<file path="src/rtl/mux_4x1_lane_sequencer.sv">
// Lane sequencer: captures a LANES-wide word on load and presents one lane per valid/ready beat.
// Optional trailing XOR-parity beat is compiled in with LANE_SEQ_PARITY_EN.
//
// state  | meaning
// IDLE   | waiting for a load; load_ready high
// SEND   | presenting shadow lane idx on out_data
// PARITY | presenting XOR of all lanes (LANE_SEQ_PARITY_EN only)
module mux_4x1_lane_sequencer #(
    parameter  int LANES = 4,
    parameter  int W     = 1,
    localparam int SW    = $clog2(LANES)
) (
    input  logic               clk,
    input  logic               reset,
    input  logic               load_valid,
    output logic               load_ready,
    input  logic [LANES*W-1:0] x_in,
    output logic [SW-1:0]      s_out,
    output logic [W-1:0]       out_data,
    output logic               out_valid,
    input  logic               out_ready,
    output logic               out_last,
    output logic               busy
);

`ifdef LANE_SEQ_PARITY_EN
    typedef enum logic [1:0] {IDLE, SEND, PARITY} state_t;
`else
    typedef enum logic [0:0] {IDLE, SEND} state_t;
`endif

    localparam logic [SW-1:0] LAST_IDX = SW'(LANES - 1);

    state_t               state, state_nxt;
    logic [SW-1:0]        idx, idx_nxt;
    logic [LANES*W-1:0]   shadow, shadow_nxt;
    logic [W-1:0]         lane_word;
    logic [W-1:0]         parity_word;

    always_ff @(posedge clk) begin
        if (reset) begin
            state  <= IDLE;
            idx    <= '0;
            shadow <= '0;
        end else begin
            state  <= state_nxt;
            idx    <= idx_nxt;
            shadow <= shadow_nxt;
        end
    end

    // Lane mux and parity both read only the shadow, never x_in.
    always_comb begin
        lane_word   = '0;
        parity_word = '0;
        for (int i = 0; i < LANES; i++) begin
            if (SW'(i) == idx)
                lane_word = shadow[i*W +: W];
            parity_word = parity_word ^ shadow[i*W +: W];
        end
    end

    always_comb begin
        state_nxt  = state;
        idx_nxt    = idx;
        shadow_nxt = shadow;
        case (state)
            IDLE: begin
                if (load_valid) begin
                    shadow_nxt = x_in;
                    idx_nxt    = '0;
                    state_nxt  = SEND;
                end
            end
            SEND: begin
                if (out_ready) begin
                    if (idx == LAST_IDX) begin
`ifdef LANE_SEQ_PARITY_EN
                        state_nxt = PARITY;
`else
                        state_nxt = IDLE;
`endif
                    end else begin
                        idx_nxt = idx + 1'b1;
                    end
                end
            end
`ifdef LANE_SEQ_PARITY_EN
            PARITY: begin
                if (out_ready)
                    state_nxt = IDLE;
            end
`endif
            default: state_nxt = IDLE;
        endcase
    end

    // Outputs decode registered state only; reset gates load_ready during the reset cycle.
    always_comb begin
        s_out      = idx;
        out_valid  = (state != IDLE);
        busy       = (state != IDLE);
        load_ready = (state == IDLE) && !reset;
`ifdef LANE_SEQ_PARITY_EN
        out_last   = (state == PARITY);
        out_data   = (state == PARITY) ? parity_word : lane_word;
`else
        out_last   = (state == SEND) && (idx == LAST_IDX);
        out_data   = lane_word;
`endif
    end

endmodule

</file>
<file path="config.mk">
export PLATFORM = sky130hd
export DESIGN_NAME = mux_4x1_lane_sequencer
export DESIGN_NICKNAME = d
export VERILOG_FILES = /design/src/rtl/mux_4x1_lane_sequencer.sv
export SDC_FILE = /design/constraint.sdc
export NUM_CORES = 1
export LEC_CHECK = 0
export CAP_MARGIN = 5
export CELL_PAD_IN_SITES_DETAIL_PLACEMENT = 2
export CELL_PAD_IN_SITES_GLOBAL_PLACEMENT = 2
export CORE_MARGIN = 1
export CORE_UTILIZATION = 24
export CTS_BUF_LIST = sky130_fd_sc_hd__clkbuf_4 sky130_fd_sc_hd__clkbuf_8
export DETAILED_ROUTE_END_ITERATION = 8
export GPL_TIMING_DRIVEN = 0
export PLACE_DENSITY = 0.74
export SLEW_MARGIN = 20
export SYNTH_ARGS = -nofsm -noshare
export SYNTH_HDL_FRONTEND = slang
export SYNTH_SLANG_ARGS = --single-unit
</file>
<file path="constraint.sdc">
create_clock -name clk -period 1.6 [get_ports clk]
set_input_delay 0.24 -clock clk [delete_from_list [all_inputs] [get_ports clk]]
set_output_delay 0.24 -clock clk [all_outputs]
set_load 0.01 [all_outputs]
</file>
Yosys cells after proc, flatten, opt, wreduce, memory -nomap -nowiden
Cells that the tools add are included.
{"block": "word_totals", "reg_bits": 7, "wordCells": 30}
{"block": "classes", "addsub": 1, "n_eq_ne": 7, "muxes": 12, "bitwise_logic": 1, "n_reduce_logical": 6}
{"cell": "2-to-1 mux 1 bit", "count": 7}
{"cell": "2-to-1 mux 2 bit", "count": 3}
{"cell": "inequality test 2 bit, second input constant", "count": 3}
{"cell": "== test 2 bit, first input constant", "count": 2}
{"cell": "one-hot mux 2 bit (2 select lines)", "count": 1}
{"cell": "AND reduction 3 bit", "count": 1}
{"cell": "adder 2 x 1 -> 2 bit, second input constant", "count": 1}
{"cell": "== test 1 x 2 -> 1 bit, first input constant", "count": 1}
{"cell": "== test 2 bit, second input constant", "count": 1}
{"cell": "logical AND 1 bit", "count": 2}
{"cell": "logical NOT 2 bit", "count": 1}
{"cell": "one-hot mux 1 bit (2 select lines)", "count": 1}
{"cell": "AND reduction 2 bit", "count": 1}
{"cell": "logical NOT 1 bit", "count": 1}
{"cell": "NOT 1 bit", "count": 1}

Logic depth before layout (Yosys ltp)
{"block": "depth", "word_depth": 5, "depth_mapped": 5}

Least setup slack after synthesis
Ideal clock, no wire load.
{"block": "synth_timing", "path_kind": "reg-to-reg", "startpoint": "register idx[0], in the netlist s_out[0]", "endpoint": "register idx[1], in the netlist s_out[1]", "setup_ns": 0.070, "arrival_ns": 1.332, "t_required_ns": 1.530, "setup_slack_ns": 0.198, "stages_incl_launch_ff": 5, "n_path_buf": 0, "period_less_slack_ns": 1.402, "cell_sequence": "dfxtp_1 -> ha_1 -> and3b_1 -> or3_1 -> a21oi_1"}
{"block": "synth_via", "elab_chain_cells": 4, "word_cells_on_any_way": 7, "classes_between": "add/sub: 1; eq/ne: 2; mux: 3; reduce/logical: 1"}
{"item": "start, declared", "line_no": "35", "source": "logic [SW-1:0] idx, idx_nxt;"}
{"item": "start signal, assigned", "line_no": "47", "source": "idx <= idx_nxt;"}
{"item": "adder 2 x 1 -> 2 bit", "line_no": "84", "source": "idx_nxt = idx + 1'b1;"}
{"item": "2-to-1 mux 2 bit", "line_no": "77", "source": "if (idx == LAST_IDX) begin"}
{"item": "2-to-1 mux 2 bit", "line_no": "76", "source": "if (out_ready) begin"}
{"item": "one-hot mux 2 bit (2 select lines)", "line_no": "67", "source": "case (state)"}
Several ways; a longest one is shown, not always the timed one. The select of a mux whose other input is x is not followed.
A chain may end at the register's enable or synchronous reset.

Final worst setup path
{"block": "layout_timing", "startpoint": "register idx[0], in the netlist s_out[0]", "endpoint": "output port out_data"}
{"block": "layout_via", "elab_chain_cells": 5, "word_cells_on_any_way": 8, "classes_between": "eq/ne: 3; mux: 4; reduce/logical: 1"}
{"item": "logical NOT 2 bit", "line_no": "57", "source": "if (SW'(i) == idx)"}
{"item": "2-to-1 mux 1 bit (3 in a row)", "line_no": "57"}
{"item": "2-to-1 mux 1 bit *", "line_no": "57"}
{"item": "end, declared", "line_no": "19", "source": "output logic [W-1:0] out_data,"}
Mark *: on every way between the ends. The rest lies on a longest branch, timed or not.

==> impl_results.md <==
- Max_slew headroom: 74.5%
- CP max stage cell: dfxtp_4
- Cells after Synth: 43
- Final setup violation count: 0
- Max H-tree Level: 1
- Total gr overflow: 0
- Placer Congestion: 0.687
- Setup Crit Path Kind: reg2out
- Longest Clk Path Bufs: 2
- Cell Area, Placed: about 530 um^2
- Max-cap violations: 0
- GRT Util Overall: approximately an eighth
- Synthesis warning total: 0
- Crit-path leading delay family: flip-flops
- I/O Buffers: 13
- Fmax achieved: around 630 MHz
- Io pins: 15
- Number of remaining DRC errors: 0
- Final Cycle Share: about 100%
- Die Y: 42.0 um
- Initial Util: approximately 25%
- Die area: 1760 um^2
- Run status: finished clean
- Final Hold Viols: 0
- Drt pass-1 iters: 3
- Vias in the first global route: approximately 370
- Most frequent cells in the layout: clkdlybuf4s50_1, nor2_1, mux2i_1, clkbuf_4, dfxtp_1
- Worst hold slack: roughly 0.36 ns
- Vias per cell: approximately 4.5
- Routed Antenna Nets: 0
- Min Tclk post-route: approximately 1.6 ns
- Clock Tree Root: clkbuf_4
- Seq/Total Area, Yosys: between 30% and 40%
- Mapped cell area: ~380 um^2
- CP Data Required Time: approximately 1.4 ns
- Nets: between 70 and 80
- CP startpoint kind: flip-flop
- Design Area, Final: roughly 630 um^2
- Reg clk slew, reported paths: ~0.060 ns
- Pwr Total: between 400 and 500 uW
- WP buf/inv: 2
- CTS tree: built
- Layout fillers: about 160
- Clk_lat worst skew: ~0.24 ns
- Routed WL: a little under 1 mm
- Syn Area/Cell: slightly below 9 um^2
- Unrepaired setup endpoints after global routing: true
- Vias: around 350
- Die X: 42.0 um
- Actual slew at the worst max-slew pin: ~0.38 ns
- Ratio of cells with drive above 1 in the final layout: 32.3%
- CP endpoint kind: output pin
- Synth unique cells: 19
- Ant diodes: 0
- Wire length per cell: around 12 um
- Pwr Density: 735 nW/um^2
- Initial antenna violation count: 0
- Syn-to-layout area delta: 64.8%
- Placement Rows: 14
- CP peak stage delay: ~0.40 ns
- Hold WC Path Type: in2reg
- Iter 0 DRT Violations: 2
- First-pass GRT wire length: 1.64 mm
- CTS Hold Bufs: 0
- Critical path cell sequence: inv_4, ha_4, a21oi_2, o21ai_1, a22o_2, buf_6
- Static power due to leakage: around 0.25 nW
- Final Max Slew Viols: 0
- Clk sink count: 7
- Post-Syn Nets: 55
- Most common cell after layout, fill and taps aside: clkdlybuf4s50_1
- Largest net degree at the start of global routing: 10
- FF+latch count, synth: 7
- DP Wirelength: about 740 um
- Core area: between 1500 and 2000 um^2
- Clock Skew: ~0.0023 ns
- Worst vdd ir: roughly 300 uV
- CTS Buf Count: 3
- Crit Path Max Fanout: 4
- Worst EP arrival: between 1 and 1.5 ns
==> layout make-up <==
| class | count | area [um^2] | area share (%) |
|---|---|---|---|
| Timing Repair Buffer | 15 | 146 | 23.1 |
| Clock buffer | 4 | 30.0 | 4.74 |
| Tap cell | 16 | 20.0 | 3.16 |
| Multi-Input combinational cell | 30 | 251 | 39.7 |
| Buffer | 3 | 22.5 | 3.56 |
| Inverter | 3 | 13.8 | 2.17 |
| Sequential cell | 7 | 149 | 23.5 |
==> metal layers <==
layer	track usage, %	part of all wire (%)	vias up
met5	0	0	-
met2	19.4	50	6
met4	7.74	0	0
met3	1.29	1.3	0
li1	-	-	184
met1	16.7	48	164
==> stage by stage <==
step                TNS [ns]  worst slack, ns  utilization [%]  instances
finish                     0          0.00925             42.0         78
global route         -0.0877          -0.0877             42.0         78
CTS                  -0.0268          -0.0268             39.5         77
detailed placement    -0.343           -0.296             35.5         72
global placement      -0.305           -0.258             35.5         72
floorplan                  0            0.198                -         43
==> final timing paths <==
path / start / slack (ns) / to / cells after the start
max: s_out[0] / 0.009 / out_data / 6
min: reset / 0.36 / shadow[0] / 2
max reg2reg: s_out[1] / 0.20 / s_out[1] / 5
min reg2reg: shadow[0] / 0.50 / shadow[0] / 2
==> synth_stat cells <==
library cell	count	area, um^2
a311oi_1	1	8.76
o21ai_0	1	5.00
inv_1	3	11.3
ha_1	4	50.1
clkbuf_1	1	3.75
a22o_2	1	10.0
buf_6	1	11.3
buf_4	1	7.51
nand2_1	2	7.51
nor2_1	7	26.3
nand2b_1	1	6.26
mux2i_1	4	40.0
a21oi_1	4	20.0
dfxtp_1	7	140
a211oi_1	1	7.51
nor2b_1	1	6.26
and2_2	1	7.51
and3b_1	1	8.76
or3_1	1	6.26
==> power breakdown <==
part	switching (mW)	total, mW	internal, mW
logic	0.0375	0.0945	0.0570
registers	0.0125	0.196	0.183
clock network	0.0633	0.175	0.112
total	0.113	0.466	0.352
==> logic make-up after synthesis <==
kind of cell             count (synthesis)  share of synthesized area (%)
AO/OA/AOI/OAI                            8                           13.4
adder cells (fa/ha/maj)                  4                           13.0
buffers and inverters                    6                           8.79
flip-flops                               7                           36.5
multiplexers                             4                           10.4
AND/OR/NAND/NOR                         14                           17.9
==> timing repair <==
action                     4_1_cts  5_1_grt
pin swaps                        1        0
setup endpoints to repair        3        1
resized for setup               18        5
buffers inserted                 1        1
==> registers in the layout (all words and copies together), names as in the netlist <==
name / flops
s_out: 2
shadow: 4
busy: 1
(Power assumes the default switching activity.)
